[config.mk]
export PLATFORM = sky130hd
export DESIGN_NAME = wt_dcache_miss_arb
export DESIGN_NICKNAME = d
export VERILOG_FILES = /design/src/rtl/wt_cache_pkg.sv /design/src/rtl/wt_dcache_miss_rr_arb.sv /design/src/rtl/wt_dcache_miss_arb.sv
export SDC_FILE = /design/constraint.sdc
export NUM_CORES = 1
export LEC_CHECK = 0
export ABC_AREA = 1
export BUFFER_PORTS_ARGS = -buffer_cell sky130_fd_sc_hd__clkbuf_2
export CORE_ASPECT_RATIO = 0.75
export CORE_MARGIN = 2
export CORE_UTILIZATION = 45
export CTS_CLUSTER_SIZE = 40
export DETAILED_ROUTE_END_ITERATION = 10
export PLACE_DENSITY = 0.71
export SYNTH_ARGS = -nofsm -noshare
export SYNTH_HDL_FRONTEND = slang
export SYNTH_SLANG_ARGS = --single-unit
[constraint.sdc]
create_clock -name clk_i -period 4 [get_ports clk_i]
set_clock_uncertainty 0.2 [all_clocks]
set_input_delay 0.8 -clock clk_i [delete_from_list [all_inputs] [get_ports clk_i]]
set_output_delay 0.8 -clock clk_i [all_outputs]
set_load 0.01 [all_outputs]
[src/rtl/wt_cache_pkg.sv]
// Shared types and geometry for the write-through dcache miss arbiter.
package wt_cache_pkg;

    localparam int unsigned PLEN                = 56;
    localparam int unsigned DCACHE_OFFSET_WIDTH = 6;
    localparam int unsigned DCACHE_LINE_WIDTH   = PLEN - DCACHE_OFFSET_WIDTH;
    localparam int unsigned CACHE_ID_WIDTH      = 3;

    typedef struct packed {
        logic [7:0]  NrCachedRegionRules;
        logic [63:0] CachedRegionAddrBase;
        logic [63:0] CachedRegionLength;
    } ariane_cfg_t;

    localparam ariane_cfg_t ArianeDefaultConfig = '{
        NrCachedRegionRules:  8'd1,
        CachedRegionAddrBase: 64'h0000_0000_8000_0000,
        CachedRegionLength:   64'h0000_0000_4000_0000
    };

    typedef enum logic [0:0] {
        FREE = 1'b0,
        PEND = 1'b1
    } miss_arb_state_e;

    typedef struct packed {
        miss_arb_state_e                state;
        logic [DCACHE_LINE_WIDTH-1:0]   line;
        logic                           nc;
    } miss_arb_entry_t;

    function automatic logic [DCACHE_LINE_WIDTH-1:0] dcache_line_addr(input logic [PLEN-1:0] paddr);
        return paddr[PLEN-1:DCACHE_OFFSET_WIDTH];
    endfunction

endpackage

[src/rtl/wt_dcache_miss_rr_arb.sv]
// Combinational round-robin selector; the pointer only moves on advance_i,
// and lock_i pins the current winner for the next cycle.
module wt_dcache_miss_rr_arb
    import wt_cache_pkg::*;
#(
    parameter int unsigned NumPorts = 3
) (
    input  logic                      clk_i,
    input  logic                      rst_ni,
    input  logic [NumPorts-1:0]       req_i,
    input  logic                      lock_i,
    input  logic                      advance_i,
    output logic                      gnt_vld_o,
    output logic [CACHE_ID_WIDTH-1:0] gnt_idx_o
);

    localparam int unsigned PadW = 2 ** CACHE_ID_WIDTH;

    logic [CACHE_ID_WIDTH-1:0] ptr_q, ptr_d;
    logic [CACHE_ID_WIDTH-1:0] lock_idx_q;
    logic                      lock_q;
    logic [PadW-1:0]           req_pad_s;
    logic [CACHE_ID_WIDTH:0]   cand_s;
    logic                      hit_s;

    // winner search starting at the pointer, unless a stalled winner is locked
    always_comb begin
        req_pad_s               = '0;
        req_pad_s[NumPorts-1:0] = req_i;
        gnt_vld_o               = 1'b0;
        gnt_idx_o               = '0;
        cand_s                  = '0;
        hit_s                   = 1'b0;
        if (lock_q && req_pad_s[lock_idx_q]) begin
            gnt_vld_o = 1'b1;
            gnt_idx_o = lock_idx_q;
        end else begin
            for (int unsigned i = 0; i < NumPorts; i++) begin
                cand_s = {1'b0, ptr_q} + (CACHE_ID_WIDTH+1)'(i);
                cand_s = (cand_s >= (CACHE_ID_WIDTH+1)'(NumPorts))
                       ? cand_s - (CACHE_ID_WIDTH+1)'(NumPorts) : cand_s;
                hit_s     = !gnt_vld_o && req_pad_s[cand_s[CACHE_ID_WIDTH-1:0]];
                gnt_idx_o = hit_s ? cand_s[CACHE_ID_WIDTH-1:0] : gnt_idx_o;
                gnt_vld_o = gnt_vld_o | hit_s;
            end
        end
    end

    // pointer moves to winner+1 only when the winner is resolved
    always_comb begin
        if (advance_i) begin
            ptr_d = (gnt_idx_o == CACHE_ID_WIDTH'(NumPorts - 1))
                  ? '0 : gnt_idx_o + CACHE_ID_WIDTH'(1);
        end else begin
            ptr_d = ptr_q;
        end
    end

    // pointer and lock registers
    always_ff @(posedge clk_i or negedge rst_ni) begin
        if (!rst_ni) begin
            ptr_q      <= '0;
            lock_q     <= 1'b0;
            lock_idx_q <= '0;
        end else begin
            ptr_q      <= ptr_d;
            lock_q     <= lock_i;
            lock_idx_q <= gnt_idx_o;
        end
    end

endmodule

[src/rtl/wt_dcache_miss_arb.sv]
// Miss-request front-end: one outstanding miss per port, round-robin onto one memory channel,
// cacheline collision replay and return routing. Optional counters: WT_DCACHE_MISS_ARB_PERF_EN.
module wt_dcache_miss_arb
    import wt_cache_pkg::*;
#(
    parameter int unsigned NumPorts  = 3,
    parameter ariane_cfg_t ArianeCfg = ArianeDefaultConfig
) (
    input  logic                      clk_i,
    input  logic                      rst_ni,
    input  logic [NumPorts-1:0]       miss_req_i,
    output logic [NumPorts-1:0]       miss_ack_o,
    output logic [NumPorts-1:0]       miss_replay_o,
    input  logic [NumPorts-1:0]       miss_nc_i,
    input  logic [NumPorts*PLEN-1:0]  miss_paddr_i,
    input  logic [NumPorts*3-1:0]     miss_size_i,
    output logic [NumPorts-1:0]       miss_rtrn_vld_o,
    output logic                      mem_req_o,
    input  logic                      mem_gnt_i,
    output logic [PLEN-1:0]           mem_paddr_o,
    output logic [2:0]                mem_size_o,
    output logic                      mem_nc_o,
    output logic [CACHE_ID_WIDTH-1:0] mem_tid_o,
    input  logic                      mem_rtrn_vld_i,
    input  logic [CACHE_ID_WIDTH-1:0] mem_rtrn_tid_i,
    output logic                      busy_o
`ifdef WT_DCACHE_MISS_ARB_PERF_EN
    ,
    output logic [31:0]               perf_miss_cnt_o,
    output logic [31:0]               perf_replay_cnt_o
`endif
);

    miss_arb_entry_t [NumPorts-1:0] entry_q, entry_d;
    logic [NumPorts-1:0]            pend_s, cand_s, sel_s, ack_s, replay_s, rtrn_s;
    logic                           win_vld_s, win_nc_s, collide_s, req_s, lock_s, advance_s;
    logic [CACHE_ID_WIDTH-1:0]      win_idx_s;
    logic [PLEN-1:0]                win_paddr_s;
    logic [2:0]                     win_size_s;
    logic [DCACHE_LINE_WIDTH-1:0]   win_line_s;
    logic                           busy_d, busy_q;
    logic                           unused_cfg_s;

    assign unused_cfg_s = ^ArianeCfg;

    always_comb begin
        for (int unsigned i = 0; i < NumPorts; i++) begin
            pend_s[i] = (entry_q[i].state == PEND);
        end
    end

    assign cand_s = miss_req_i & ~pend_s;

    wt_dcache_miss_rr_arb #(
        .NumPorts (NumPorts)
    ) i_rr_arb (
        .clk_i     (clk_i),
        .rst_ni    (rst_ni),
        .req_i     (cand_s),
        .lock_i    (lock_s),
        .advance_i (advance_s),
        .gnt_vld_o (win_vld_s),
        .gnt_idx_o (win_idx_s)
    );

    // winner field mux and line-collision check against in-flight cacheable lines
    always_comb begin
        win_paddr_s = '0;
        win_size_s  = '0;
        win_nc_s    = 1'b0;
        collide_s   = 1'b0;
        for (int unsigned i = 0; i < NumPorts; i++) begin
            sel_s[i]    = win_vld_s && (win_idx_s == CACHE_ID_WIDTH'(i));
            win_paddr_s = win_paddr_s | ({PLEN{sel_s[i]}} & miss_paddr_i[i*PLEN +: PLEN]);
            win_size_s  = win_size_s  | ({3{sel_s[i]}} & miss_size_i[i*3 +: 3]);
            win_nc_s    = win_nc_s    | (sel_s[i] & miss_nc_i[i]);
        end
        win_line_s = dcache_line_addr(win_paddr_s);
        for (int unsigned i = 0; i < NumPorts; i++) begin
            collide_s = collide_s | (pend_s[i] & ~entry_q[i].nc & (entry_q[i].line == win_line_s));
        end
        collide_s = collide_s & win_vld_s & ~win_nc_s;
    end

    assign req_s     = win_vld_s & ~collide_s;
    assign lock_s    = req_s & ~mem_gnt_i;
    assign advance_s = (req_s & mem_gnt_i) | (win_vld_s & collide_s);

    // a grant and a return never hit the same port: grants go to FREE entries, returns to PEND ones
    always_comb begin
        entry_d = entry_q;
        busy_d  = 1'b0;
        for (int unsigned i = 0; i < NumPorts; i++) begin
            ack_s[i]    = sel_s[i] & req_s & mem_gnt_i;
            replay_s[i] = sel_s[i] & collide_s;
            rtrn_s[i]   = mem_rtrn_vld_i & (mem_rtrn_tid_i == CACHE_ID_WIDTH'(i)) & pend_s[i];
            if (rtrn_s[i]) begin
                entry_d[i].state = FREE;
            end else if (ack_s[i]) begin
                entry_d[i].state = PEND;
                entry_d[i].line  = win_line_s;
                entry_d[i].nc    = win_nc_s;
            end else begin
                entry_d[i] = entry_q[i];
            end
            busy_d = busy_d | (entry_d[i].state == PEND);
        end
    end

    // entry table and busy flag
    always_ff @(posedge clk_i or negedge rst_ni) begin
        if (!rst_ni) begin
            entry_q <= '0;
            busy_q  <= 1'b0;
        end else begin
            entry_q <= entry_d;
            busy_q  <= busy_d;
        end
    end

    assign miss_ack_o      = ack_s;
    assign miss_replay_o   = replay_s;
    assign miss_rtrn_vld_o = rtrn_s;
    assign mem_req_o       = req_s;
    assign mem_paddr_o     = req_s ? win_paddr_s : '0;
    assign mem_size_o      = req_s ? win_size_s : 3'b000;
    assign mem_nc_o        = req_s & win_nc_s;
    assign mem_tid_o       = req_s ? win_idx_s : '0;
    assign busy_o          = busy_q;

`ifdef WT_DCACHE_MISS_ARB_PERF_EN
    logic [31:0] perf_miss_q, perf_replay_q;

    // saturating ack and replay counters
    always_ff @(posedge clk_i or negedge rst_ni) begin
        if (!rst_ni) begin
            perf_miss_q   <= 32'd0;
            perf_replay_q <= 32'd0;
        end else begin
            if (|ack_s && (perf_miss_q != 32'hFFFF_FFFF)) begin
                perf_miss_q <= perf_miss_q + 32'd1;
            end
            if (|replay_s && (perf_replay_q != 32'hFFFF_FFFF)) begin
                perf_replay_q <= perf_replay_q + 32'd1;
            end
        end
    end

    assign perf_miss_cnt_o   = perf_miss_q;
    assign perf_replay_cnt_o = perf_replay_q;
`else
    // counters absent in this build
`endif

endmodule

==> metrics.cfg, run 1 <==
[status]
status=finished, violations left
violations=negative setup slack

[worst_setup_path]
r2r_end=entry_q[90]$_DFFE_PN0P_
cp_max_fo=7
r2r_start=i_rr_arb.ptr_q[1]$_DFFE_PN0P_
worstSetupPathType=flip-flop to primary output
crit_arrival_ns=4.70
cpPeakStageDelay_ns=0.45
ff2ff_setup_slack_ns=-1.07
crit_top_cell=nand2_1
cp-start-kind=flip-flop
worst_path_max_delay_cell=dfrtp_2
cp.required_ns=3.00
crit_path_end_kind=primary output
ff2ff_path_depth=37

[detailed_routing]
post_drt_wl_per_cell_um=19.0
first_pass_iters=8
vias=13700
routed_wl_um=48800
drt-initial-drc-count=1616
drcViolationCount=0
vias_per_cell=5.34
drtAntennaViolNets=0

[placement]
portBuffers=262
dpl_cell_area_sq_mm=0.0143
dp_hpwl_um=32600
gp_congestion=0.992

[layout]
fillers=2019
final_util_pct=70.0
regArea_sq_mm=0.00411
area_growth_pct=51.9
drive_gt1_share_pct=34.7
nets=2414
multi_input_area_sq_mm=0.00646
postLayoutCellArea_sq_mm=0.0169

[synth]
ys_async_sr_fraction_pct=100
synth-seq-cells=164
yosys_warnings=0
synth_edf_count=0
yosysSeqAreaShare_pct=36.9
ys_types=36
synth_area_sq_mm=0.0111
synthFlopType=dfrtp_1
synth_cells=1731
syn_area_per_cell_sq_um=6.43

[worst_hold_path]
hp-class=input pin to async pin

[sta]
hold-worst-slack_ns=0.0747
rsz0062_at_grt=yes
finalWorstSetupSlack_ns=-1.70
finalSetupViolations=230
final.period_utilization_pct=142
period_needed_ns=5.70
slew_viol_final=0
maxSlewHeadroom_pct=65.2
max_slew.worst_pin.slew_ns=0.521
fin_setup_tns_ns=-261.55
hold_viol=0
max_freq_ghz=0.176

[clock_network]
cts_root_buf=clkbuf_16
cts_tree=built
clk_latency_ns=0.45
cts-buffers-inserted=17
cts.clk_slew.worst_paths_ns=0.07
clock_sinks=164
htree_levels=4
ctsLongestPathBuffers=2

[global_route]
grt_max_degree=84
overflow=0
antenna_found_initial=5
track_usage_pct=34.5
grt_pass1_wl_um=67600
grt_pass1_vias=12500

[floorplanning]
coreArea_sq_mm=0.0242
dieArea_sq_mm=0.0260
fp.dieW_um=186
pin_count=264
initial_utilization_pct=46.1
die_y_um=140
fp-row-count=49

[run]
drv_cap=0

==> placed cells by master (no fill, tap or decap), types with 23 or more instances in the layout <==
cell | Yosys | routed
buf_12 | 0 | 30
buf_4 | 9 | 190
buf_6 | 25 | 35
clkbuf_16 | 0 | 29
clkbuf_2 | 1 | 233
dfrtp_1 | 164 | 162
inv_1 | 218 | 209
inv_2 | 24 | 31
nand2_1 | 667 | 623
nand2_2 | 13 | 48
nand3_1 | 116 | 94
nand3_2 | 7 | 23
nand4_1 | 52 | 52
nor2_1 | 156 | 98
nor2_2 | 1 | 35
nor2_4 | 1 | 25
o21ai_0 | 133 | 80
o21ai_1 | 48 | 90
==> sequential cells by signal, summed over array words and instances (netlist names) <==
signal	count
i_rr_arb.lock_idx_q	3
busy_o	1
i_rr_arb.lock_q	1
i_rr_arb.ptr_q	3
entry_q	156
==> Yosys cell counts (13+ instances only) <==
cell,count,area (sq um)
o21ai_1,48,240
buf_6,25,282
nand2_1,667,2500
nor2_1,156,586
xnor2_1,15,131
nand4_1,52,325
nand3_1,116,581
inv_2,24,90.1
nand2_2,13,81.3
inv_1,218,818
dfrtp_1,164,4100
o21ai_0,133,666
buf_2,13,65.1
clkbuf_1,16,60.1
==> critical path: cells and delay by family (launching register included) <==
| kind | cells | cell delay (ns) |
|---|---|---|
| simple gates | 23 | 2.73 |
| flops | 1 | 0.45 |
| buf+inv | 5 | 0.70 |
| fa+ha+maj | 2 | 0.35 |
==> stage by stage <==
stage / instances / setup slack (ns)
2_1_floorplan: 1732 / -0.315
3_3_place_gp: 2457 / -1.10
3_5_place_dp: 2457 / -1.15
4_1_cts: 2526 / -1.53
5_1_grt: 2562 / -1.89
6_report: 2564 / -1.70
==> routing by layer <==
| layer | part of all wire (%) | wire length, um | vias up | global-route usage (%) |
|---|---|---|---|---|
| li1 | - | - | 6391 | - |
| met1 | 40 | 19500 | 6291 | 46.9 |
| met2 | 44 | 21300 | 852 | 51.1 |
| met3 | 13 | 6120 | 153 | 11.3 |
| met4 | 3.8 | 1860 | 4 | 12.8 |
| met5 | 0.047 | 23 | - | 0 |
==> layout make-up <==
| type | count | area share [%] |
|---|---|---|
| multi-input combinational | 1261 | 38.2 |
| tap | 331 | 2.45 |
| clock inverter | 13 | 0.807 |
| antenna | 3 | 0.0444 |
| timing repair buffer | 530 | 26.2 |
| clock buffer | 19 | 2.62 |
| inverter | 243 | 5.42 |
| sequential | 164 | 24.3 |
==> cells by family after synthesis <==
family	after synthesis	share of synthesized area [%]
AOI/OAI and AO/OA	200	9.26
xor gates and xnor gates	23	1.81
adders and majority gates	7	0.786
buffers and inverters	307	12.5
DFF	164	36.9
other	1	0.0337
and+or+nand+nor	1029	38.8
==> repair_timing <==
action	4_1_cts	5_1_grt
setup endpoints to repair	230	230
setup buffers	28	22
cloned	11	15
resized for setup	121	201
hold buffers	0	0
pin swaps	14	45
==> worst max-delay path by stage <==
stage                                   from          endpoint  slack (ns)  cells past startpoint
2_1_floorplan  i_rr_arb.ptr_q[0]$_DFFE_PN0P_    mem_paddr_o[1]       -0.32                     30
3_3_place_gp                   miss_req_i[2]     mem_size_o[2]       -1.10                     30
3_5_place_dp                   miss_req_i[2]     mem_size_o[2]       -1.15                     33
4_1_cts        i_rr_arb.ptr_q[0]$_DFFE_PN0P_   mem_paddr_o[33]       -1.53                     33
5_1_grt        i_rr_arb.ptr_q[2]$_DFFE_PN0P_  miss_replay_o[0]       -1.89                     30
6_report       i_rr_arb.ptr_q[1]$_DFFE_PN0P_  miss_replay_o[0]       -1.70                     30
Power of run 1 is left out: the tool's default activity adds up to more than one toggle a clock period on the data nets, which glitch-free logic cannot reach.
==> run 2, diff against run 1 <==
Settings changed: RECOVER_POWER from default to 25.
==> metrics.cfg, run 2 (same netlist as run 1, synthesis figures left out) <==
[sta]
fin_setup_tns_ns=-261.78  ; was -261.55 ns
slew_viol_final=47  ; was 0
max_freq_ghz=0.176  ; about the same
rsz0062_at_grt=yes  ; unchanged
finalSetupViolations=230  ; unchanged
period_needed_ns=5.70  ; about the same
final.period_utilization_pct=142  ; about the same
hold-worst-slack_ns=0.288  ; was 0.0747 ns
maxSlewHeadroom_pct=-73.0  ; was 65.2%
finalWorstSetupSlack_ns=-1.70  ; about the same
hold_viol=0  ; unchanged
max_slew.worst_pin.slew_ns=2.59  ; was 0.521 ns

[clock_network]
cts_root_buf=clkbuf_16  ; unchanged
ctsLongestPathBuffers=2  ; unchanged
cts.clk_slew.worst_paths_ns=0.07  ; about the same
htree_levels=4  ; unchanged
clock_sinks=164  ; unchanged
cts-buffers-inserted=17  ; unchanged
holdBufCountCts=0  ; unchanged
cts_tree=built  ; unchanged
clk_latency_ns=0.45  ; about the same

[worst_setup_path]
cp_max_fo=7  ; unchanged
worst_path_max_delay_cell=dfrtp_2  ; unchanged
cp-start-kind=flip-flop  ; unchanged
crit_arrival_ns=4.70  ; about the same
crit_path_end_kind=primary output  ; unchanged
cpPeakStageDelay_ns=0.45  ; about the same
worstSetupPathType=flip-flop to primary output  ; unchanged
crit_top_cell=nand2_1  ; unchanged
cp.required_ns=3.00  ; about the same

[layout]
fillers=2020  ; was 2019
multi_input_area_sq_mm=0.00646  ; unchanged
layout_common_cells=nand2_1, clkbuf_2, inv_1, buf_4, dfrtp_1  ; unchanged
top_register=entry_q  ; unchanged
nets=2414  ; unchanged
area_growth_pct=51.8  ; was 51.9%
fin_cells=2564  ; unchanged
reg_top3=entry_q (156), i_rr_arb.lock_idx_q (3), i_rr_arb.ptr_q (3)  ; unchanged
postLayoutCellArea_sq_mm=0.0169  ; about the same
largest_reg_flops=156  ; unchanged
mostFrequentLayoutCell=nand2_1  ; unchanged
regArea_sq_mm=0.00411  ; unchanged
drive_gt1_share_pct=34.7  ; about the same

[global_route]
grt_max_degree=84  ; unchanged
grt_pass1_wl_um=67600  ; unchanged
track_usage_pct=34.5  ; unchanged
antenna_found_initial=5  ; unchanged
overflow=0  ; unchanged
grt_pass1_vias=12500  ; unchanged

[worst_hold_path]
hp-class=flip-flop to flip-flop  ; was input pin to async pin

[status]
status=finished, violations left  ; unchanged
violations=max-capacitance violations, max-slew violations, negative setup slack  ; was negative setup slack

[detailed_routing]
drtAntennaViolNets=0  ; unchanged
post_drt_wl_per_cell_um=19.0  ; about the same
routed_wl_um=48800  ; about the same
vias=13700  ; about the same
drt-initial-drc-count=1616  ; unchanged
first_pass_iters=8  ; unchanged
drcViolationCount=0  ; unchanged
vias_per_cell=5.34  ; about the same

[floorplanning]
fp.dieW_um=186  ; unchanged
pin_count=264  ; unchanged
fp-row-count=49  ; unchanged
initial_utilization_pct=46.1  ; unchanged
coreArea_sq_mm=0.0242  ; unchanged
dieArea_sq_mm=0.0260  ; unchanged
die_y_um=140  ; unchanged

[placement]
dp_hpwl_um=32600  ; unchanged
dpl_cell_area_sq_mm=0.0143  ; unchanged
portBuffers=262  ; unchanged
gp_congestion=0.992  ; unchanged
place_inst=2457  ; unchanged

[run]
drv_cap=1  ; was 0

## run 2: cell type report
class                           count  share of cell area (%)
Antenna cell                        3                  0.0444
Clock buffer                       19                    2.62
Clock inverter                     13                   0.807
Inverter                          243                    5.43
Multi-Input combinational cell   1261                    38.2
Sequential cell                   164                    24.3
Tap cell                          331                    2.45
Timing Repair Buffer              530                    26.1
## run 2: worst paths after layout
kind                                                     from                  endpoint  slack (ns)  depth (start not counted)
worst max-delay path            i_rr_arb.ptr_q[1]$_DFFE_PN0P_          miss_replay_o[0]       -1.70                         30
worst min-delay path                 entry_q[104]$_DFFE_PN0P_  entry_q[104]$_DFFE_PN0P_        0.29                          2
worst max register to register  i_rr_arb.ptr_q[1]$_DFFE_PN0P_   entry_q[90]$_DFFE_PN0P_       -1.07                         37
worst min register to register       entry_q[104]$_DFFE_PN0P_  entry_q[104]$_DFFE_PN0P_        0.29                          2
max in group asynchronous                              rst_ni  entry_q[116]$_DFFE_PN0P_        1.00                          2
min in group asynchronous                              rst_ni    entry_q[155]$_DFF_PN0_        0.96                          1
## run 2: per-stage QoR
| step | utilization (%) | worst slack, ns |
|---|---|---|
| after floorplan | - | -0.315 |
| after global placement | 59.0 | -1.10 |
| after detailed placement | 59.0 | -1.15 |
| after CTS | 65.5 | -1.53 |
| after global routing | 70.0 | -1.89 |
| final | 70.0 | -1.70 |
## run 2: critical path, delay by kind of cell, from the launching register on
family / cells / cell delay (ns)
adders and majority gates: 2 / 0.35
and+or+nand+nor: 23 / 2.72
buffers and inverters: 5 / 0.70
DFF: 1 / 0.45
## run 2: what timing repair did
action	4_1_cts	5_1_grt
cloned	11	15
setup endpoints to repair	230	230
resized for setup	121	201
pin swaps	14	45
setup buffers	28	22
## run 2: layer usage
layer	wire, um	GRT usage, %	share of wire, %	vias up
met3	6250	11.3	13	155
met2	21300	51.1	44	851
met1	19400	46.9	40	6287
met4	1880	12.8	3.8	4
met5	23	0	0.047	-
li1	-	-	-	6387
Power of run 2 is left out for the same reason.
